--- config.mk ---
export PLATFORM = sky130hd
export DESIGN_NAME = stopwatch_ctrl
export DESIGN_NICKNAME = d
export VERILOG_FILES = /design/src/rtl/stopwatch_ctrl.sv
export SDC_FILE = /design/constraint.sdc
export NUM_CORES = 1
export LEC_CHECK = 0
export BUFFER_PORTS_ARGS = -buffer_cell sky130_fd_sc_hd__buf_2
export CORE_ASPECT_RATIO = 1.1
export CORE_MARGIN = 1
export CORE_UTILIZATION = 50
export CTS_CLUSTER_SIZE = 16
export DETAILED_ROUTE_END_ITERATION = 8
export PLACE_DENSITY = 0.76
export SYNTH_ARGS = -nofsm -noshare
export SYNTH_HDL_FRONTEND = slang
export SYNTH_SLANG_ARGS = --single-unit
--- constraint.sdc ---
create_clock -name clock -period 2.7 [get_ports clock]
set_input_delay 0 -clock clock [delete_from_list [all_inputs] [get_ports clock]]
set_output_delay 0 -clock clock [all_outputs]
set_load 0.02 [all_outputs]
--- src/rtl/stopwatch_ctrl.sv ---
// Stopwatch control sequencer: button debounce, run/lap/pause/done FSM and 1 s count tick.
// Optional long-press clear on lap/reset is enabled by defining STOPWATCH_CTRL_LONGPRESS_EN.
module stopwatch_ctrl #(
    parameter int TICK_DIV    = 50000000,
    parameter int DEB_CYCLES  = 1000000,
    parameter int LONG_CYCLES = 100000000
) (
    input  logic       clock,
    input  logic       reset,
    input  logic       btn_ss,
    input  logic       btn_lr,
    input  logic       finish,
    output logic       run,
    output logic       tick,
    output logic       clr_n,
    output logic       hold,
    output logic       done,
    output logic [2:0] state
);
    typedef enum logic [2:0] {
        S_IDLE  = 3'd0,
        S_RUN   = 3'd1,
        S_PAUSE = 3'd2,
        S_LAP   = 3'd3,
        S_DONE  = 3'd4
    } state_e;

    localparam int BTN_SS = 0;
    localparam int BTN_LR = 1;
    localparam int DEB_W  = $clog2(DEB_CYCLES + 1);
    localparam int DIV_W  = $clog2(TICK_DIV);
    localparam logic [DEB_W-1:0] DEB_LAST = DEB_W'(DEB_CYCLES - 1);
    localparam logic [DIV_W-1:0] DIV_LAST = DIV_W'(TICK_DIV - 1);

    logic [1:0]       raw;
    logic [1:0]       sync1_q, sync2_q, deb_q, press_q;
    logic [DEB_W-1:0] deb_cnt_q [2];

    state_e           state_q, state_d;
    logic             run_q, run_d, hold_q, done_q, clr_n_q, tick_q;
    logic             clr_req, count_en, long_fire;
    logic [DIV_W-1:0] div_q;

    assign raw = {btn_lr, btn_ss};

    // Debouncer: the level flips only after DEB_CYCLES consecutive mismatching cycles;
    // press_q is the one-cycle 0->1 event seen by the FSM on the following edge.
    // NOTE: every sequential process uses non-blocking assignments so all flops see pre-edge values.
    always_ff @(posedge clock or negedge reset) begin
        if (!reset) begin
            sync1_q <= '0;
            sync2_q <= '0;
            deb_q   <= '0;
            press_q <= '0;
            for (int b = 0; b < 2; b++) deb_cnt_q[b] <= '0;
        end else begin
            sync1_q <= raw;
            sync2_q <= sync1_q;
            for (int b = 0; b < 2; b++) begin
                press_q[b] <= 1'b0;
                if (sync2_q[b] == deb_q[b]) begin
                    deb_cnt_q[b] <= '0;
                end else if (deb_cnt_q[b] == DEB_LAST) begin
                    deb_q[b]     <= sync2_q[b];
                    deb_cnt_q[b] <= '0;
                    press_q[b]   <= sync2_q[b];
                end else begin
                    deb_cnt_q[b] <= deb_cnt_q[b] + DEB_W'(1);
                end
            end
        end
    end

`ifdef STOPWATCH_CTRL_LONGPRESS_EN
    localparam int LONG_W = $clog2(LONG_CYCLES + 1);
    localparam logic [LONG_W-1:0] LONG_LAST = LONG_W'(LONG_CYCLES - 1);

    logic [LONG_W-1:0] long_q;
    logic              long_armed_q, long_active;

    assign long_active = deb_q[BTN_LR] && long_armed_q
                         && (state_q inside {S_RUN, S_LAP, S_PAUSE});
    assign long_fire   = long_active && (long_q == LONG_LAST);

    // Fires once per hold; re-arms only after the debounced button is released.
    always_ff @(posedge clock or negedge reset) begin
        if (!reset) begin
            long_q       <= '0;
            long_armed_q <= 1'b1;
        end else begin
            if (!deb_q[BTN_LR]) long_armed_q <= 1'b1;
            else if (long_fire) long_armed_q <= 1'b0;
            long_q <= (long_active && !long_fire) ? long_q + LONG_W'(1) : '0;
        end
    end
`else
    logic unused_long_cycles;
    assign unused_long_cycles = ^LONG_CYCLES;
    assign long_fire          = 1'b0;
`endif

    // NOTE: defaults first so no path through this block leaves a signal unassigned (no latches).
    always_comb begin
        state_d = state_q;
        clr_req = 1'b0;
        if (finish) begin
            state_d = S_DONE;
        end else if (long_fire) begin
            state_d = S_IDLE;
            clr_req = 1'b1;
        end else if (press_q[BTN_SS]) begin
            case (state_q)
                S_IDLE, S_PAUSE: state_d = S_RUN;
                S_RUN, S_LAP:    state_d = S_PAUSE;
                default:         ;
            endcase
        end else if (press_q[BTN_LR]) begin
            case (state_q)
                S_RUN:   state_d = S_LAP;
                S_LAP:   state_d = S_RUN;
                default: begin
                    state_d = S_IDLE;
                    clr_req = 1'b1;
                end
            endcase
        end
        run_d    = (state_d == S_RUN) || (state_d == S_LAP);
        count_en = run_q && run_d;
    end

    // The divider only advances across edges where the counter runs before and after,
    // so a pause keeps the fractional second and the first tick lands TICK_DIV cycles in.
    always_ff @(posedge clock or negedge reset) begin
        if (!reset) begin
            state_q <= S_IDLE;
            run_q   <= 1'b0;
            hold_q  <= 1'b0;
            done_q  <= 1'b0;
            clr_n_q <= 1'b0;
            tick_q  <= 1'b0;
            div_q   <= '0;
        end else begin
            state_q <= state_d;
            run_q   <= run_d;
            hold_q  <= (state_d == S_LAP);
            done_q  <= (state_d == S_DONE);
            clr_n_q <= !clr_req;
            tick_q  <= 1'b0;
            if (clr_req || state_d == S_DONE) begin
                div_q <= '0;
            end else if (count_en) begin
                if (div_q == DIV_LAST) begin
                    div_q  <= '0;
                    tick_q <= 1'b1;
                end else begin
                    div_q <= div_q + DIV_W'(1);
                end
            end
        end
    end

    assign run   = run_q;
    assign tick  = tick_q;
    assign clr_n = clr_n_q;
    assign hold  = hold_q;
    assign done  = done_q;
    assign state = state_q;

endmodule

Word-level counts from Yosys, hierarchy flattened
Index checks and enable logic that the tools add are counted.
W data, S select, Z words.

word-level totals
  register bits = 82
  input port bits = 5
  logic and storage cells = 63

operators by class
  add/sub/neg operators = 3
  equality and inequality tests = 11
  multiplexer cells = 23
  bitwise logic cells = 2
  reductions and logical operators = 10

operators by type and width
  cell                     count
  $mux W20                 4
  $mux W26                 3
  $add A20 B1 Y20 const B  2
  $eq A20 B20 Y1 const B   2
  $add A26 B1 Y26 const B  1
  $eq A26 B26 Y1 const B   1
  $mux W1                  11
  $eq A3 B2 Y1 const B     3
  $mux W3                  3
  $eq A3 B1 Y1 const B     2
  $pmux W3 S2              1
  $pmux W2 S2              1
  $reduce_and A2 Y1        2
  $reduce_or A2 Y1         2
  $eq A3 B3 Y1 const B     1
  $logic_not A3 Y1         1
  $eq A1 B1 Y1             2
  $logic_or A1 B1 Y1       2
  $not A1 Y1               2
  $reduce_bool A2 Y1       1
  $logic_and A1 B1 Y1      1
  $logic_not A1 Y1         1

Depth between registers and ports, before layout
Gate-level depths: netlist (run 1).

  depth in word-level cells = 10
  depth in mapped cells = 8

Worst setup path after synthesis (run 1)
OpenSTA, ideal clock, no wires.

  path type = register -> register
  from = register div_q[11]
  to = register div_q[1]
  library setup time = 0.121 ns
  arrival = 2.065 ns
  path slack = 0.514 ns
  cell stages (with the launch flop) = 8
  path buffers = 3
  clock period less this slack = 2.186 ns
  cells stage by stage = dfrtp_1 buf_6 or4b_1 or4_4 o21a_1 buf_6 buf_6 a22o_1

on the way
  longest elaborated chain between the ends = 4

RTL lines
  item                    line  text
  start, declared         42    logic [DIV_W-1:0] div_q;
  start signal, assigned  156   div_q <= div_q + DIV_W'(1);
  $eq A26 B26 Y1          152   if (div_q == DIV_LAST) begin
  $mux W26                152
  $mux W26                151   end else if (count_en) begin
  $mux W26                149   if (clr_req || state_d == S_DONE) begin

No other way between the ends. The select of a mux whose other input is x is not followed.
A chain may end at the register's enable or synchronous reset.

Worst setup path after layout (run 1)
  from = register div_q[11]
  to = register div_q[17]

on the way
  longest elaborated chain between the ends = 4

RTL lines
  item                                               line
  $add A26 B1 Y26 or $eq A26 B26 Y1 (tied branches)  156, 152
  $mux W26 (*)                                       152
  $mux W26 (*)                                       151
  $mux W26 (*)                                       149

Every way passes the cells marked *; elsewhere a longest branch is shown, timed or not. The select of a mux whose other input is x is not followed.

==> results.py, run 1 <==
metrics = {
    "critical_path": {
        "critical_path_arrival_ns": 2.53,
        "cp-start-kind": "flop",
        "crit_path_end_kind": "flop",
        "worstRegToRegCells": 5,
        "worst_setup_path_startpoint": "div_q[11]",
        "critPathMaxFanout": 10,
        "criticalPathCategory": "reg -> reg",
        "worst_ep_required_time_ns": 2.95,
        "crit-reg2reg-launch": "div_q[11]",
    },
    "placed_design": {
        "weighted_congestion_at_the_end_of_routability_driven_global_placement": 0.808,
        "preCtsSetupSlack_ns": 0.439,
        "port-buffer-count": 12,
        "hpwl_um": 5100,
    },
    "logic_synthesis": {
        "synth-warning-count": 0,
        "syn_inst": 400,
        "synth_compound_area_share_pct": 7.71,
        "synth_simple_gate_area_share_pct": 26.4,
        "number_of_enable_type_register_cells_in_the_synthesized_netlist": 0,
        "synth.largest_area_cell": "dfrtp_1",
        "synth_fp_nets": 408,
        "synthesis.area_um2": 4030,
        "largest_family_of_logic_cells_by_synthesized_area": "simple AND/OR/NAND/NOR gates",
        "yosysTopAreaCellShare_pct": 51.0,
        "synth_flop_cell": "dfrtp_1",
        "ys_async_sr_fraction_pct": 100,
        "ys_types": 52,
        "synth.ff_latch_count": 82,
        "seq_area_frac_synth_pct": 51.0,
        "synth_area_leaders": "dfrtp_1, xor2_1, nor2_1, xnor2_1, nand3_1",
        "yosys.area_share.xor_xnor_pct": 9.14,
        "syn-mean-instance-area_um2": 10.1,
        "synth-adder-area-share_pct": 0.933,
        "yosys-mux-area-fraction_pct": 2.05,
    },
    "die": {
        "die_height_um": 96.1,
        "fp.dieArea_um2": 8410,
        "initial_core_util_pct": 52.7,
        "placeableCoreArea_um2": 7640,
        "width_of_the_chip_um": 87.5,
        "io-pin-count": 13,
        "rows": 33,
    },
    "pwr": {
        "power.ir.vdd_worst_uv": 394,
        "cellLeakagePower_nw": 1.84,
        "power-per-cell-area_nw_per_um2": 515,
    },
    "grt": {
        "grt_start_max_net_pins": 83,
        "grt_pass1_wl_um": 13200,
        "grt_overflow_total": 0,
        "globalRouteTotalUtil_pct": 20.4,
        "antenna_found_initial": 0,
        "first_global_vias": 2948,
    },
    "clocking": {
        "clk_pin_slew_ns": 0.09,
        "cell_at_the_root_of_the_clock_tree": "clkbuf_8",
        "cts-buffers-inserted": 9,
        "ctsResizeCount": 0,
        "tritoncts": "yes",
        "clock_path_buffers": 2,
        "cts.htree.levels": 3,
        "postCtsSetupRepairBufs": 0,
        "clk-insertion-delay-late_ns": 0.35,
        "number_of_clock_sinks_seen_by_cts": 82,
        "holdBufCountCts": 4,
    },
    "timing": {
        "fin_worst_skew_ns": 0.00773,
        "final_critical_path_setup_slack_ns": 0.419,
        "finalSetupTns_ns": 0,
        "rsz0062_at_grt": "no",
        "worst_pin_slew_ns": 0.987,
        "timing.final.max_slew_violations": 0,
        "period_needed_ns": 2.28,
        "max_freq_mhz": 438,
        "slew-limit-headroom_pct": 34.2,
        "finalCritPeriodShare_pct": 84.5,
        "setup_viols_final": 0,
        "report.final.hold_viol_count": 0,
    },
    "route": {
        "drt-vias-per-instance": 5.69,
        "drtIter0Drc": 186,
        "dr_wl_met3_um": 243,
        "drt_drc_violations_left": 0,
        "first_drt_pass_iteration_count": 4,
        "vias": 3024,
        "wl_um": 7690,
        "drt-wirelength-per-cell_um": 14.5,
        "drt.antenna.violating_nets": 0,
        "wl_met2_um": 3790,
        "routedLengthMet1_um": 3560,
        "route.top_layer_used": "met4",
    },
    "hold_path": {
        "timing.hold.worst_path_depth": 2,
        "worst_hold_path_type": "in -> reg",
        "hp-start": "btn_ss",
    },
    "job": {
        "max_cap_violations": 0,
    },
    "final_layout": {
        "finish.utilization_pct": 58.1,
        "insertedDiodeCount": 0,
        "areaGrowthSynthToFinish_pct": 10.3,
        "final_nets": 429,
        "share_of_final_layout_standard_cells_stronger_than_drive_strength_1_pct": 10.6,
    },
    "status": {
        "status": "completed",
    },
}
synthesized netlist by cell type, types with 8 or more instances:
cell,number
xnor2_1,19
dfrtp_1,82
nand4_1,19
nand2_1,29
a31oi_1,12
xor2_1,23
nand3_1,25
and3_1,8
nor3_1,12
a21oi_1,12
nor2_1,52
inv_1,8
path summary, 6_finish.rpt:
path                            slack (ns)       endpoint
worst max-delay path                  0.42      div_q[17]
max in group asynchronous             1.72  deb_cnt_q[21]
worst min-delay path                  0.29     sync1_q[0]
worst max register to register        0.42      div_q[17]
min in group asynchronous             0.35      div_q[25]
worst min register to register        0.35     sync2_q[0]
placed cells by master, fill, tap and decap left out, types with 4 or more instances in the layout:
| cell type | netlist | routed |
|---|---|---|
| o21ai_0 | 5 | 5 |
| dfrtp_1 | 82 | 82 |
| and4_1 | 7 | 7 |
| a21oi_1 | 12 | 12 |
| and3_1 | 8 | 8 |
| buf_4 | 0 | 7 |
| xor2_1 | 23 | 23 |
| nor3b_1 | 6 | 6 |
| clkbuf_8 | 0 | 9 |
| buf_2 | 0 | 11 |
| nor4_1 | 6 | 6 |
| or3_1 | 4 | 4 |
| nor3_1 | 12 | 12 |
| and2_1 | 7 | 7 |
| xnor2_1 | 19 | 19 |
| nand3_1 | 25 | 25 |
| nand4_1 | 19 | 19 |
| a41oi_1 | 4 | 4 |
| nor2_1 | 52 | 52 |
| dlygate4sd3_1 | 0 | 4 |
| a31oi_1 | 12 | 12 |
| inv_1 | 8 | 8 |
| mux2i_1 | 6 | 6 |
| nand2_1 | 29 | 29 |
where the power goes:
part / internal (mW) / switching (mW)
clock network: 0.522 / 0.457
logic: 0.0170 / 0.0428
registers: 1.24 / 0.00945
total: 1.78 / 0.510
cell type report:
cell class / count / area (um^2)
fillers: 642 / 3200
multi-input cells: 298 / 1860
repair buffers: 22 / 148
clock buffers: 10 / 128
flip-flops and latches: 82 / 2050
well taps: 105 / 131
clock inverters: 6 / 91.3
inverters: 8 / 30.0
stage by stage:
stage | hold slack, ns | instance area (um^2) | power [mW] | cells
floorplan | -0.296 | 4030 | 1.30 | 400
global placement | 0.109 | 4180 | 1.33 | 511
global route | 0.269 | 4440 | 2.36 | 531
detailed placement | 0.110 | 4180 | 1.33 | 511
finish | 0.290 | 4440 | 2.29 | 531
CTS | 0.273 | 4440 | 2.30 | 531
sequential cells by signal (all words and copies together), names as in the netlist:
signal,count
clr_n,1
deb_q,2
deb_cnt_q,40
sync1_q,2
done,1
sync2_q,2
run,1
tick,1
hold,1
press_q,2
state,3
div_q,26
cells by family (layout without fill, tap and decap cells):
| group | after synthesis | in the layout |
|---|---|---|
| AO/OA/AOI/OAI | 46 | 46 |
| XOR/XNOR | 42 | 42 |
| adder cells (fa/ha/maj) | 3 | 3 |
| buffers and inverters | 20 | 46 |
| flip-flops | 82 | 82 |
| multiplexers | 8 | 8 |
| AND/OR/NAND/NOR | 199 | 199 |
layer usage:
| layer | GRT usage, % | up-vias |
|---|---|---|
| li1 | - | 1471 |
| met1 | 26.6 | 1495 |
| met2 | 33.5 | 48 |
| met3 | 3.69 | 10 |
| met4 | 8.61 | 0 |
| met5 | 0 | - |
critical path, stage by stage, from the launching register on:
cell     delay, ns
dfrtp_1       0.47
or4b_1        0.52
or4_4         0.44
nor2_2        0.32
o21ai_0       0.15
a32o_1        0.27
No activity file was read; power rests on OpenSTA's default activity.
==> run 2, diff against run 1 <==
--- a/config.mk
+++ b/config.mk
@@ -5,6 +5,7 @@
 export SDC_FILE = /design/constraint.sdc
 export NUM_CORES = 1
 export LEC_CHECK = 0
+export ABC_AREA = 1
 export BUFFER_PORTS_ARGS = -buffer_cell sky130_fd_sc_hd__buf_2
 export CORE_ASPECT_RATIO = 1.1
 export CORE_MARGIN = 1
==> constraint.sdc (replaced) <==
create_clock -name clock -period 2.1 [get_ports clock]
set_input_delay 0 -clock clock [delete_from_list [all_inputs] [get_ports clock]]
set_output_delay 0 -clock clock [all_outputs]
set_load 0.02 [all_outputs]
==> run 2 against run 1 <==
Net effect: register-to-register slack got worse by 0.16 ns; critical path type unchanged; global-route usage rose by 2.4 points; first-iteration DRC count rose by 7.0%; combinational power rose by 41%; cell count rose by 45%.
==> results.py, run 2 <==
metrics = {
    "final_layout": {
        "most-common-layout-cells": "nand2_1, nor2_1, dfrtp_1",
        "finish.utilization_pct": 57.0,
        "insertedDiodeCount": 0,
        "largest_register_ffs": 40,
        "largest_register_by_flop_count": "deb_cnt_q",
        "fill_cells": 793,
        "final_common_cell": "nand2_1",
        "final_nets": 658,
        "areaGrowthSynthToFinish_pct": 10.2,
        "share_of_final_layout_standard_cells_stronger_than_drive_strength_1_pct": 7.02,
    },
    "clocking": {
        "clk_pin_slew_ns": 0.09,
        "tritoncts": "yes",
        "clk-insertion-delay-late_ns": 0.35,
        "postCtsSetupRepairBufs": 0,
        "cell_at_the_root_of_the_clock_tree": "clkbuf_8",
        "number_of_clock_sinks_seen_by_cts": 82,
        "cts-buffers-inserted": 9,
        "cts.htree.levels": 3,
        "clock_path_buffers": 2,
    },
    "placed_design": {
        "weighted_congestion_at_the_end_of_routability_driven_global_placement": 0.930,
        "port-buffer-count": 12,
        "preCtsSetupSlack_ns": 0.299,
        "hpwl_um": 7210,
    },
    "timing": {
        "slew-limit-headroom_pct": 65.2,
        "max_freq_mhz": 542,
        "worst_pin_slew_ns": 0.521,
        "timing.final.max_slew_violations": 0,
        "fin_worst_skew_ns": 0.0124,
        "finalCritPeriodShare_pct": 87.8,
        "setup_viols_final": 0,
        "report.final.hold_viol_count": 0,
        "rsz0062_at_grt": "no",
        "period_needed_ns": 1.84,
        "worst_hold_slack_ns": 0.146,
        "final_critical_path_setup_slack_ns": 0.257,
        "finalSetupTns_ns": 0,
    },
    "logic_synthesis": {
        "number_of_enable_type_register_cells_in_the_synthesized_netlist": 0,
        "ys_types": 28,
        "synth.ff_latch_count": 82,
        "synthesis.area_um2": 4590,
        "syn-mean-instance-area_um2": 7.35,
        "seq_area_frac_synth_pct": 44.7,
        "synth_area_leaders": "dfrtp_1, nand2_1, nor2_1, nand4_1, inv_1",
        "synth-warning-count": 0,
        "synth.largest_area_cell": "dfrtp_1",
        "ys_async_sr_fraction_pct": 100,
        "yosysTopAreaCellShare_pct": 44.7,
        "synth.cells.most_frequent": "nand2_1, nor2_1, dfrtp_1",
        "synth_fp_nets": 633,
        "syn_inst": 625,
        "synth_flop_cell": "dfrtp_1",
        "leading_cell_type_by_number_of_instances_after_synthesis": "nand2_1",
    },
    "die": {
        "initial_core_util_pct": 51.7,
        "placeableCoreArea_um2": 8870,
        "rows": 36,
        "width_of_the_chip_um": 93.4,
        "io-pin-count": 13,
        "die_height_um": 103,
        "fp.dieArea_um2": 9570,
    },
    "route": {
        "first_drt_pass_iteration_count": 5,
        "wl_um": 10100,
        "vias": 4082,
        "drt-vias-per-instance": 5.31,
        "drt-wirelength-per-cell_um": 13.1,
        "drt.antenna.violating_nets": 0,
        "drt_drc_violations_left": 0,
        "drtIter0Drc": 199,
    },
    "pwr": {
        "p_int_mw": 2.31,
        "power.switching_fraction_pct": 21.6,
        "cellLeakagePower_nw": 2.38,
        "power_frac_comb_pct": 2.9,
        "power.ir.vdd_worst_uv": 410,
        "power-per-cell-area_nw_per_um2": 583,
        "power.sequential.fraction_pct": 54.3,
        "clockPowerShare_pct": 42.9,
        "sw_power_mw": 0.638,
    },
    "grt": {
        "grt_pass1_wl_um": 17200,
        "globalRouteTotalUtil_pct": 22.8,
        "grt_overflow_total": 0,
        "antenna_found_initial": 0,
        "first_global_vias": 4025,
        "grt_start_max_net_pins": 38,
    },
    "status": {
        "status": "completed",
    },
    "critical_path": {
        "critical_path_arrival_ns": 2.09,
        "cp-start-kind": "flop",
        "worst_ep_required_time_ns": 2.35,
        "critPathMaxFanout": 5,
        "criticalPathCategory": "reg -> reg",
        "crit_path_end_kind": "flop",
    },
    "hold_path": {
        "worst_hold_path_type": "in -> async",
    },
    "job": {
        "max_cap_violations": 0,
    },
}
## run 2: changes by cell type in the layout (fill, tap and decap cells not counted), moves of 12 or more
cell     previous run  this run
nand2_1            29       175
nor3_1             12        26
nand3_1            25        38
nor2_1             52       112
nand4_1            19        43
inv_1               8        71
xnor2_1            19         7
a31oi_1            12         0
## run 2: path summary, 6_finish.rpt
check,cells after the start,slack [ns],start,end
setup / recovery,10,0.26,div_q[0],div_q[20]
hold reg to reg,0,0.36,sync1_q[0],sync2_q[0]
min in group clock,2,0.29,btn_lr,sync1_q[1]
max in group asynchronous,3,1.27,reset,hold
hold / removal,2,0.15,reset,deb_cnt_q[2]
setup reg to reg,10,0.26,div_q[0],div_q[20]
## run 2: layout make-up
| type | instances | area, um^2 | share of cell area, % |
|---|---|---|---|
| clock buffers | 10 | 138 | 2.72 |
| inverters | 73 | 274 | 5.42 |
| repair buffers | 23 | 168 | 3.31 |
| well taps | 114 | 143 | 2.82 |
| clock inverters | 6 | 80.1 | 1.58 |
| flip-flops and latches | 82 | 2050 | 40.6 |
| multi-input cells | 461 | 2210 | 43.6 |
## run 2: power groups by stage
stage	Combinational [mW]	Clock, mW	Sequential (mW)
finish	0.0846	1.26	1.60
global route	0.100	1.36	1.60
CTS	0.0876	1.30	1.60
detailed placement	0.0821	0	1.63
global placement	0.0792	0	1.63
floorplan	0.0317	0	1.63
## run 2: cell families (layout without fill, tap and decap cells)
family                   after synthesis  after routing  share of synthesized area [%]
AND/OR/NAND/NOR                      416            416                           40.1
flip-flops                            82             82                           44.7
AO/OA/AOI/OAI                         12             12                           1.39
buffers and inverters                 82            112                           7.27
XOR/XNOR                              30             30                           5.72
adder cells (fa/ha/maj)                3              3                          0.818
## run 2: through the flow
| stage | power (mW) | cells | cell area [um^2] |
|---|---|---|---|
| 2_1_floorplan | 1.66 | 625 | 4590 |
| 3_3_place_gp | 1.71 | 749 | 4800 |
| 3_5_place_dp | 1.71 | 749 | 4800 |
| 4_1_cts | 2.99 | 769 | 5060 |
| 5_1_grt | 3.06 | 769 | 5060 |
| 6_report | 2.95 | 769 | 5060 |
## run 2: worst max-delay path, cell delays in order, from the launching register on
cell and delay [ns]:
dfrtp_1 0.40, ha_1 0.23, nand2_1 0.10, nor2_1 0.31, nand3_2 0.17, nor2_1 0.22
nand2_1 0.09, nand2_1 0.07, nand2_1 0.05, nand2_1 0.05, nand2_1 0.04
## run 2: timing repair
action	CTS	global route
hold buffers	4	0
endpoints found under the hold margin	38	0
gates resized for setup	0	0
## run 2: metal layers
metal  part of all wire (%)  wire [um]  vias up  GRT usage [%]
met5                      0          0        -              0
met4                    2.8        282        0           12.1
met1                     44       4460     1916           27.2
met3                    4.2        419       28           4.35
met2                     49       4920       95           39.4
li1                       -          -     2043              -
